## config.mk

```make
export PLATFORM = sky130hd
export DESIGN_NAME = pmp_access_arbiter
export DESIGN_NICKNAME = d
export VERILOG_FILES = /design/src/rtl/pmp_pkg.sv /design/src/rtl/pmp_access_arbiter_rr_arb2.sv /design/src/rtl/pmp_access_arbiter.sv
export SDC_FILE = /design/constraint.sdc
export NUM_CORES = 1
export LEC_CHECK = 0
export CAP_MARGIN = 20
export CELL_PAD_IN_SITES_DETAIL_PLACEMENT = 1
export CELL_PAD_IN_SITES_GLOBAL_PLACEMENT = 1
export CORE_MARGIN = 3
export CORE_UTILIZATION = 27
export CTS_BUF_LIST = sky130_fd_sc_hd__clkbuf_4 sky130_fd_sc_hd__clkbuf_8
export CTS_CLUSTER_SIZE = 28
export DETAILED_ROUTE_END_ITERATION = 6
export PLACE_DENSITY = 0.95
export SYNTH_ARGS = -nofsm -noshare
export SYNTH_HDL_FRONTEND = slang
export SYNTH_SLANG_ARGS = --single-unit
export TNS_END_PERCENT = 1
```

## constraint.sdc

```tcl
create_clock -name clk -period 1.8 [get_ports clk]
set_clock_uncertainty 0.05 [all_clocks]
set_input_delay 0.27 -clock clk [delete_from_list [all_inputs] [get_ports clk]]
set_output_delay 0.27 -clock clk [all_outputs]
set_load 0.03 [all_outputs]
```

## src/rtl/pmp_pkg.sv

```systemverilog
// Shared PMP types and constants for the access arbiter and its neighbours.
package pmp_pkg;

  // One pmpcfg byte: lock, reserved, address-matching mode, X/W/R permissions.
  typedef struct packed {
    logic       l;
    logic [1:0] rsvd;
    logic [1:0] a;
    logic       x;
    logic       w;
    logic       r;
  } pmpcfg_t;

  localparam logic [1:0] OPER_R = 2'b00;
  localparam logic [1:0] OPER_W = 2'b01;
  localparam logic [1:0] OPER_X = 2'b10;

  localparam logic [1:0] PERM_NOMATCH = 2'b00;
  localparam logic [1:0] PERM_GRANT   = 2'b01;
  localparam logic [1:0] PERM_DENY    = 2'b10;

  localparam logic [1:0] PRIV_U = 2'b00;
  localparam logic [1:0] PRIV_S = 2'b01;
  localparam logic [1:0] PRIV_M = 2'b11;

  localparam logic [3:0] CAUSE_NONE        = 4'd0;
  localparam logic [3:0] CAUSE_INSTR_FAULT = 4'd1;
  localparam logic [3:0] CAUSE_LOAD_FAULT  = 4'd5;
  localparam logic [3:0] CAUSE_STORE_FAULT = 4'd7;

  typedef enum logic [1:0] {
    ST_IDLE  = 2'd0,
    ST_CHECK = 2'd1,
    ST_RESP  = 2'd2
  } arb_state_t;

  typedef enum logic {
    OWN_LSU = 1'b0,
    OWN_IF  = 1'b1
  } owner_t;

  // Access-fault cause for a denied access; anything that is not a store
  // is reported as a load fault on the data side.
  function automatic logic [3:0] fault_cause(owner_t owner, logic [1:0] oper);
    if (owner == OWN_IF)
      return CAUSE_INSTR_FAULT;
    else if (oper == OPER_W)
      return CAUSE_STORE_FAULT;
    else
      return CAUSE_LOAD_FAULT;
  endfunction

endpackage

```

## src/rtl/pmp_access_arbiter_rr_arb2.sv

```systemverilog
// Two-input round-robin grant. The grant is a function of the pointer
// register only, so ready never looks at the other port's valid.
module rr_arb2 (
  input  logic clk,
  input  logic rst,
  input  logic en,
  input  logic req_lsu,
  input  logic req_if,
  input  logic accept,
  output logic grant_lsu,
  output logic grant_if
);

  logic ptr_if;

  assign grant_if  = en & ptr_if;
  assign grant_lsu = en & ~ptr_if;

  // Pointer moves to the other side on accept; while idle it also hands the
  // grant over when only the non-favoured side is requesting.
  always_ff @(posedge clk) begin
    if (rst)
      ptr_if <= 1'b0;
    else if (accept)
      ptr_if <= ~ptr_if;
    else if (en && (ptr_if ? (!req_if && req_lsu) : (!req_lsu && req_if)))
      ptr_if <= ~ptr_if;
  end

endmodule

```

## src/rtl/pmp_access_arbiter.sv

```systemverilog
// Time-shares one combinational PMP checker between fetch and load/store.
module pmp_access_arbiter
  import pmp_pkg::*;
#(
  parameter int unsigned XLEN            = 32,
  parameter bit          M_NOMATCH_ALLOW = 1'b1
) (
  input  logic            clk,
  input  logic            rst,
  input  logic [1:0]      priv_mode,
  input  logic            flush,
  input  logic            if_req_valid,
  output logic            if_req_ready,
  input  logic [XLEN-1:0] if_addr,
  output logic            if_rsp_valid,
  input  logic            if_rsp_ready,
  output logic            if_rsp_fault,
  input  logic            lsu_req_valid,
  output logic            lsu_req_ready,
  input  logic [XLEN-1:0] lsu_addr,
  input  logic [2:0]      lsu_size,
  input  logic [1:0]      lsu_oper,
  output logic            lsu_rsp_valid,
  input  logic            lsu_rsp_ready,
  output logic            lsu_rsp_fault,
  output logic [3:0]      rsp_cause,
  output logic [XLEN-1:0] chk_addr,
  output logic [2:0]      chk_size,
  output logic [1:0]      chk_oper,
  output logic [1:0]      chk_prive_mode,
  input  logic [1:0]      chk_permission,
  output logic            busy
);

  arb_state_t      state_q, state_d;
  owner_t          owner_q;
  logic [XLEN-1:0] addr_q;
  logic [2:0]      size_q;
  logic [1:0]      oper_q;
  logic [1:0]      priv_q;
  logic            fault_q;
  logic [3:0]      cause_q;

  logic idle, grant_lsu, grant_if;
  logic accept_if, accept_lsu, accept;
  logic if_kill, rsp_active;
  logic chk_ok;
  logic [3:0] chk_cause;

  // Readies are held low during reset so every output reads 0 there.
  assign idle = (state_q == ST_IDLE) && !rst;

  rr_arb2 u_rr_arb2 (
    .clk       (clk),
    .rst       (rst),
    .en        (idle),
    .req_lsu   (lsu_req_valid),
    .req_if    (if_req_valid & ~flush),
    .accept    (accept),
    .grant_lsu (grant_lsu),
    .grant_if  (grant_if)
  );

  assign lsu_req_ready = grant_lsu;
  assign if_req_ready  = grant_if & ~flush;
  assign accept_lsu    = lsu_req_valid & lsu_req_ready;
  assign accept_if     = if_req_valid & if_req_ready;
  assign accept        = accept_lsu | accept_if;
  assign if_kill       = (owner_q == OWN_IF) && flush;

  // Next-state: one cycle of checking, then hold the response until taken.
  always_comb begin
    state_d = state_q;
    case (state_q)
      ST_IDLE:  if (accept) state_d = ST_CHECK;
      ST_CHECK: state_d = if_kill ? ST_IDLE : ST_RESP;
      ST_RESP: begin
        if (if_kill)
          state_d = ST_IDLE;
        else if ((owner_q == OWN_IF) ? if_rsp_ready : lsu_rsp_ready)
          state_d = ST_IDLE;
      end
      default:  state_d = ST_IDLE;
    endcase
  end

  // Permission decision from the checker result and the latched request.
  always_comb begin
    chk_ok = (chk_permission == PERM_GRANT) ||
             ((chk_permission == PERM_NOMATCH) && (priv_q == PRIV_M) && M_NOMATCH_ALLOW);
    if ((owner_q == OWN_LSU) && oper_q[1])
      chk_ok = 1'b0;
    chk_cause = chk_ok ? CAUSE_NONE : fault_cause(owner_q, oper_q);
  end

  // State register.
  always_ff @(posedge clk) begin
    if (rst)
      state_q <= ST_IDLE;
    else
      state_q <= state_d;
  end

  // Request latch on accept and result latch at the end of CHECK.
  always_ff @(posedge clk) begin
    if (rst) begin
      owner_q <= OWN_LSU;
      addr_q  <= '0;
      size_q  <= '0;
      oper_q  <= '0;
      priv_q  <= '0;
      fault_q <= 1'b0;
      cause_q <= '0;
    end else begin
      if (accept) begin
        owner_q <= accept_if ? OWN_IF : OWN_LSU;
        addr_q  <= accept_if ? if_addr : lsu_addr;
        size_q  <= accept_if ? 3'd2 : lsu_size;
        oper_q  <= accept_if ? OPER_X : lsu_oper;
        priv_q  <= priv_mode;
      end
      if (state_q == ST_CHECK) begin
        fault_q <= ~chk_ok;
        cause_q <= chk_cause;
      end
    end
  end

  assign rsp_active     = (state_q == ST_RESP);
  assign if_rsp_valid   = rsp_active && (owner_q == OWN_IF);
  assign lsu_rsp_valid  = rsp_active && (owner_q == OWN_LSU);
  assign if_rsp_fault   = if_rsp_valid & fault_q;
  assign lsu_rsp_fault  = lsu_rsp_valid & fault_q;
  assign rsp_cause      = rsp_active ? cause_q : '0;
  assign chk_addr       = addr_q;
  assign chk_size       = size_q;
  assign chk_oper       = oper_q;
  assign chk_prive_mode = priv_q;
  assign busy           = (state_q != ST_IDLE);

endmodule

```

==> results.cfg, run 1 <==
[status]
status = completed

[place]
gp_congestion = 0.8257
placed_cells = 480
dp_slack_ns = -0.09472
dp_hpwl_um = 6099
io_buffers = 128

[pwr]
powerDensity_nw_per_um2 = 762.8
leakagePower_nw = 1.353
vdd_drop_max_mv = 0.3106

[setup_path]
ff2ff_path_depth = 5
worstReg2RegEnd = chk_addr[3]$_SDFFE_PP0P_
cp-end-kind = flip-flop
worstReg2RegStart = state_q[0]$_SDFFE_PP0P_
cp_data_arrival_time_ns = 1.89
cp-start-kind = flip-flop
r2r_setup_slack_ns = 0.02
worstPathRequired_ns = 1.91
crit_type = flip-flop to flip-flop
cp_max_fo = 18

[worst_hold_path]
holdPathStages = 2
min_to = chk_addr[4]$_SDFFE_PP0P_
hold_class = flip-flop to flip-flop
min-delay-start = chk_addr[4]$_SDFFE_PP0P_

[synth]
syn_area_um2 = 2192
synth.distinct_cells = 36
yosysWarnings = 0
synth_area_leaders = dfxtp_1, a21oi_1, a211oi_1, nor2_1, a211oi_2
ys_seq_area_share_pct = 42.01
synth_top_flop_cell = dfxtp_1
netlist.top_cell.by_area = dfxtp_1
synthArstFlopShare_pct = 0
syn_avg_cell_area_um2 = 8.399
synth_edf_count = 0
synthCells = 261
synth_top_area_share_pct = 42.01
syn_nets = 341
ys_ff_latch = 46

[die]
num_io_pins = 130
die_area_um2 = 9236
dieWidth_um = 96.11
initial_core_util_pct = 28.08
die_h_um = 96.11
core_um2 = 7807
rows = 32

[clock_network]
numCtsBuffers = 5
cts_tree = built
h-tree-depth = 2
clk_latency_ns = 0.30
clk_pin_slew_ns = 0.10
root_buffer = clkbuf_8
clock_path_buffers = 2
clkSinkCount = 46

[drt]
routed_wl_um = 8231
drtIter0Drc = 30
wire_per_inst_um = 16.76
drc = 0
drtPass1Iterations = 6
vias = 2407
ant_nets = 0
viasPerCell = 4.902

[finish]
layout.cells.non_filler = 491
area_growth_pct = 70.49
drive_gt1_share_pct = 19.02
fin_nets = 468
seqCellArea_um2 = 922.1
diodes = 0
multi_input_area_um2 = 1156
fill_cells = 917

[global_routing]
track_usage_pct = 17.22
grt_start_max_net_pins = 46
gr-total-overflow = 0
grt_pass1_vias = 2560
antenna_found_initial = 0
grt_pass1_wl_um = 12490

[sta]
setup_violations = 0
grt_setup_unrepaired = yes
hold_viol = 0
drv_slew = 0
max_freq_mhz = 563.0
tightest_slew_ns = 0.5650
slew_headroom_pct = 62.33
finalCritPeriodShare_pct = 98.68
setup_ws_ns = 0.02373
finalWorstPathRequiredPeriod_ns = 1.776

[job]
maxCapViolations = 0
[layout by cell type, fill, tap and decap left out, drive strengths merged, types with 4 or more instances in the layout]
master,instances
a211oi,31
and2,5
nor2,39
clkbuf,5
dfxtp,46
nor3,6
nand2,37
nor2b,4
clkdlybuf4s50,116
a21oi,43
buf,24
[routing by layer]
metal  vias up  routed length [um]  GRT usage (%)
li1       1153                   -              -
met1      1161                3422          20.83
met2        83                4121          30.25
met3        10                 589          4.066
met4         0                  97          4.739
met5         -                   0              0
[stage by stage]
stage               utilization, %  TNS (ns)  power (mW)  instance area (um2)  hold slack [ns]
floorplan                        -         0       1.726                 2195           0.3773
CTS                          47.15         0       2.862                 3681           0.4229
global route                 47.87   -0.1722       3.006                 3737           0.4404
global placement             45.85         0       2.154                 3580           0.3942
detailed placement           45.85   -0.9279       2.189                 3580           0.4092
finish                       47.87         0       2.851                 3737           0.4189
[report_power, final]
part	leakage [nW]	switching [mW]	internal (mW)
Sequential	0.376	0.0713	1.12
Combinational	0.933	0.511	0.483
Clock	0.0447	0.388	0.281
[cell families (layout without fill, tap and decap cells)]
group,after synthesis,in the layout,share of synthesized area (%)
AO/OA/AOI/OAI,81,81,26.48
flip-flops,46,46,42.01
XOR/XNOR,1,1,0.3996
other,1,1,0.1711
buffers and inverters,24,152,6.849
multiplexers,3,3,1.370
AND/OR/NAND/NOR,105,105,22.72
[cells in the mapped netlist (2+ instances only)]
master / number
buf_4: 4
nand2b_1: 3
dfxtp_1: 46
or2_2: 2
nor2b_1: 4
a211oi_1: 21
buf_6: 3
and2_1: 5
o21ai_1: 2
buf_2: 5
nor3_1: 4
a21oi_1: 33
inv_1: 2
mux2i_1: 3
nor2_1: 39
a21oi_2: 10
and3_1: 2
o22ai_1: 2
a211oi_2: 10
nand2_2: 8
nand2_1: 29
nand3_1: 3
clkbuf_1: 8
[critical path, cell delays in order, from the launching register on]
cell and delay [ns]:
dfxtp_1 0.35, or3_4 0.42, or3_1 0.38, buf_4 0.24, nand2_1 0.11, a211oi_1 0.08
[final cells by class]
type                       instances  area share, %
clock buffer                       5          1.841
clock inverter                     3         0.6696
inverter                           2         0.2009
multi-input combinational        191          30.93
sequential                        46          24.67
tap                              102          3.415
timing repair buffer             142          38.27
[worst max path at each step]
| stage | from | end | depth (start not counted) |
|---|---|---|---|
| 5_1_grt | state_q[0]$_SDFFE_PP0P_ | chk_addr[3]$_SDFFE_PP0P_ | 6 |
| 2_1_floorplan | state_q[1]$_SDFFE_PP0P_ | lsu_rsp_fault | 3 |
| 6_report | state_q[0]$_SDFFE_PP0P_ | chk_addr[3]$_SDFFE_PP0P_ | 5 |
| 3_5_place_dp | flush | chk_addr[29]$_SDFFE_PP0P_ | 6 |
| 3_3_place_gp | lsu_req_valid | owner_q$_SDFFE_PP0P_ | 6 |
| 4_1_cts | state_q[0]$_SDFFE_PP0P_ | lsu_rsp_fault | 5 |
[sequential cells by signal, indices dropped and copies added (netlist names)]
name,count
chk_addr,32
cause_q,3
chk_size,3
chk_oper,2
chk_prive_mode,2
state_q,2
owner_q,1
u_rr_arb2.ptr_if,1
[repair_timing]
| item | in CTS | in global routing |
|---|---|---|
| buffers inserted | 0 | 3 |
| endpoints found under the setup margin | 8 | 12 |
| endpoints found under the hold margin | 0 | 0 |
| resized for setup | 4 | 9 |
| hold buffers | 0 | 0 |
Note: power is estimated with default switching activity, not from simulation.
==> inputs of run 2 (changes only) <==
--- a/config.mk
+++ b/config.mk
@@ -11,7 +11,7 @@
 export CORE_MARGIN = 3
 export CORE_UTILIZATION = 27
 export CTS_BUF_LIST = sky130_fd_sc_hd__clkbuf_4 sky130_fd_sc_hd__clkbuf_8
-export CTS_CLUSTER_SIZE = 28
+export CTS_CLUSTER_SIZE = 16
 export DETAILED_ROUTE_END_ITERATION = 6
 export PLACE_DENSITY = 0.95
 export SYNTH_ARGS = -nofsm -noshare
==> results of run 2 <==
No change in the layout: final DEF, timing and power equal those of run 1.
==> inputs of run 3 (changes only) <==
--- a/config.mk
+++ b/config.mk
@@ -13,6 +13,7 @@
 export CTS_BUF_LIST = sky130_fd_sc_hd__clkbuf_4 sky130_fd_sc_hd__clkbuf_8
 export CTS_CLUSTER_SIZE = 16
 export DETAILED_ROUTE_END_ITERATION = 6
+export HOLD_SLACK_MARGIN = 0.1
 export PLACE_DENSITY = 0.95
 export SYNTH_ARGS = -nofsm -noshare
 export SYNTH_HDL_FRONTEND = slang
==> results of run 3 <==
No change in the layout: final DEF, timing and power equal those of run 1.
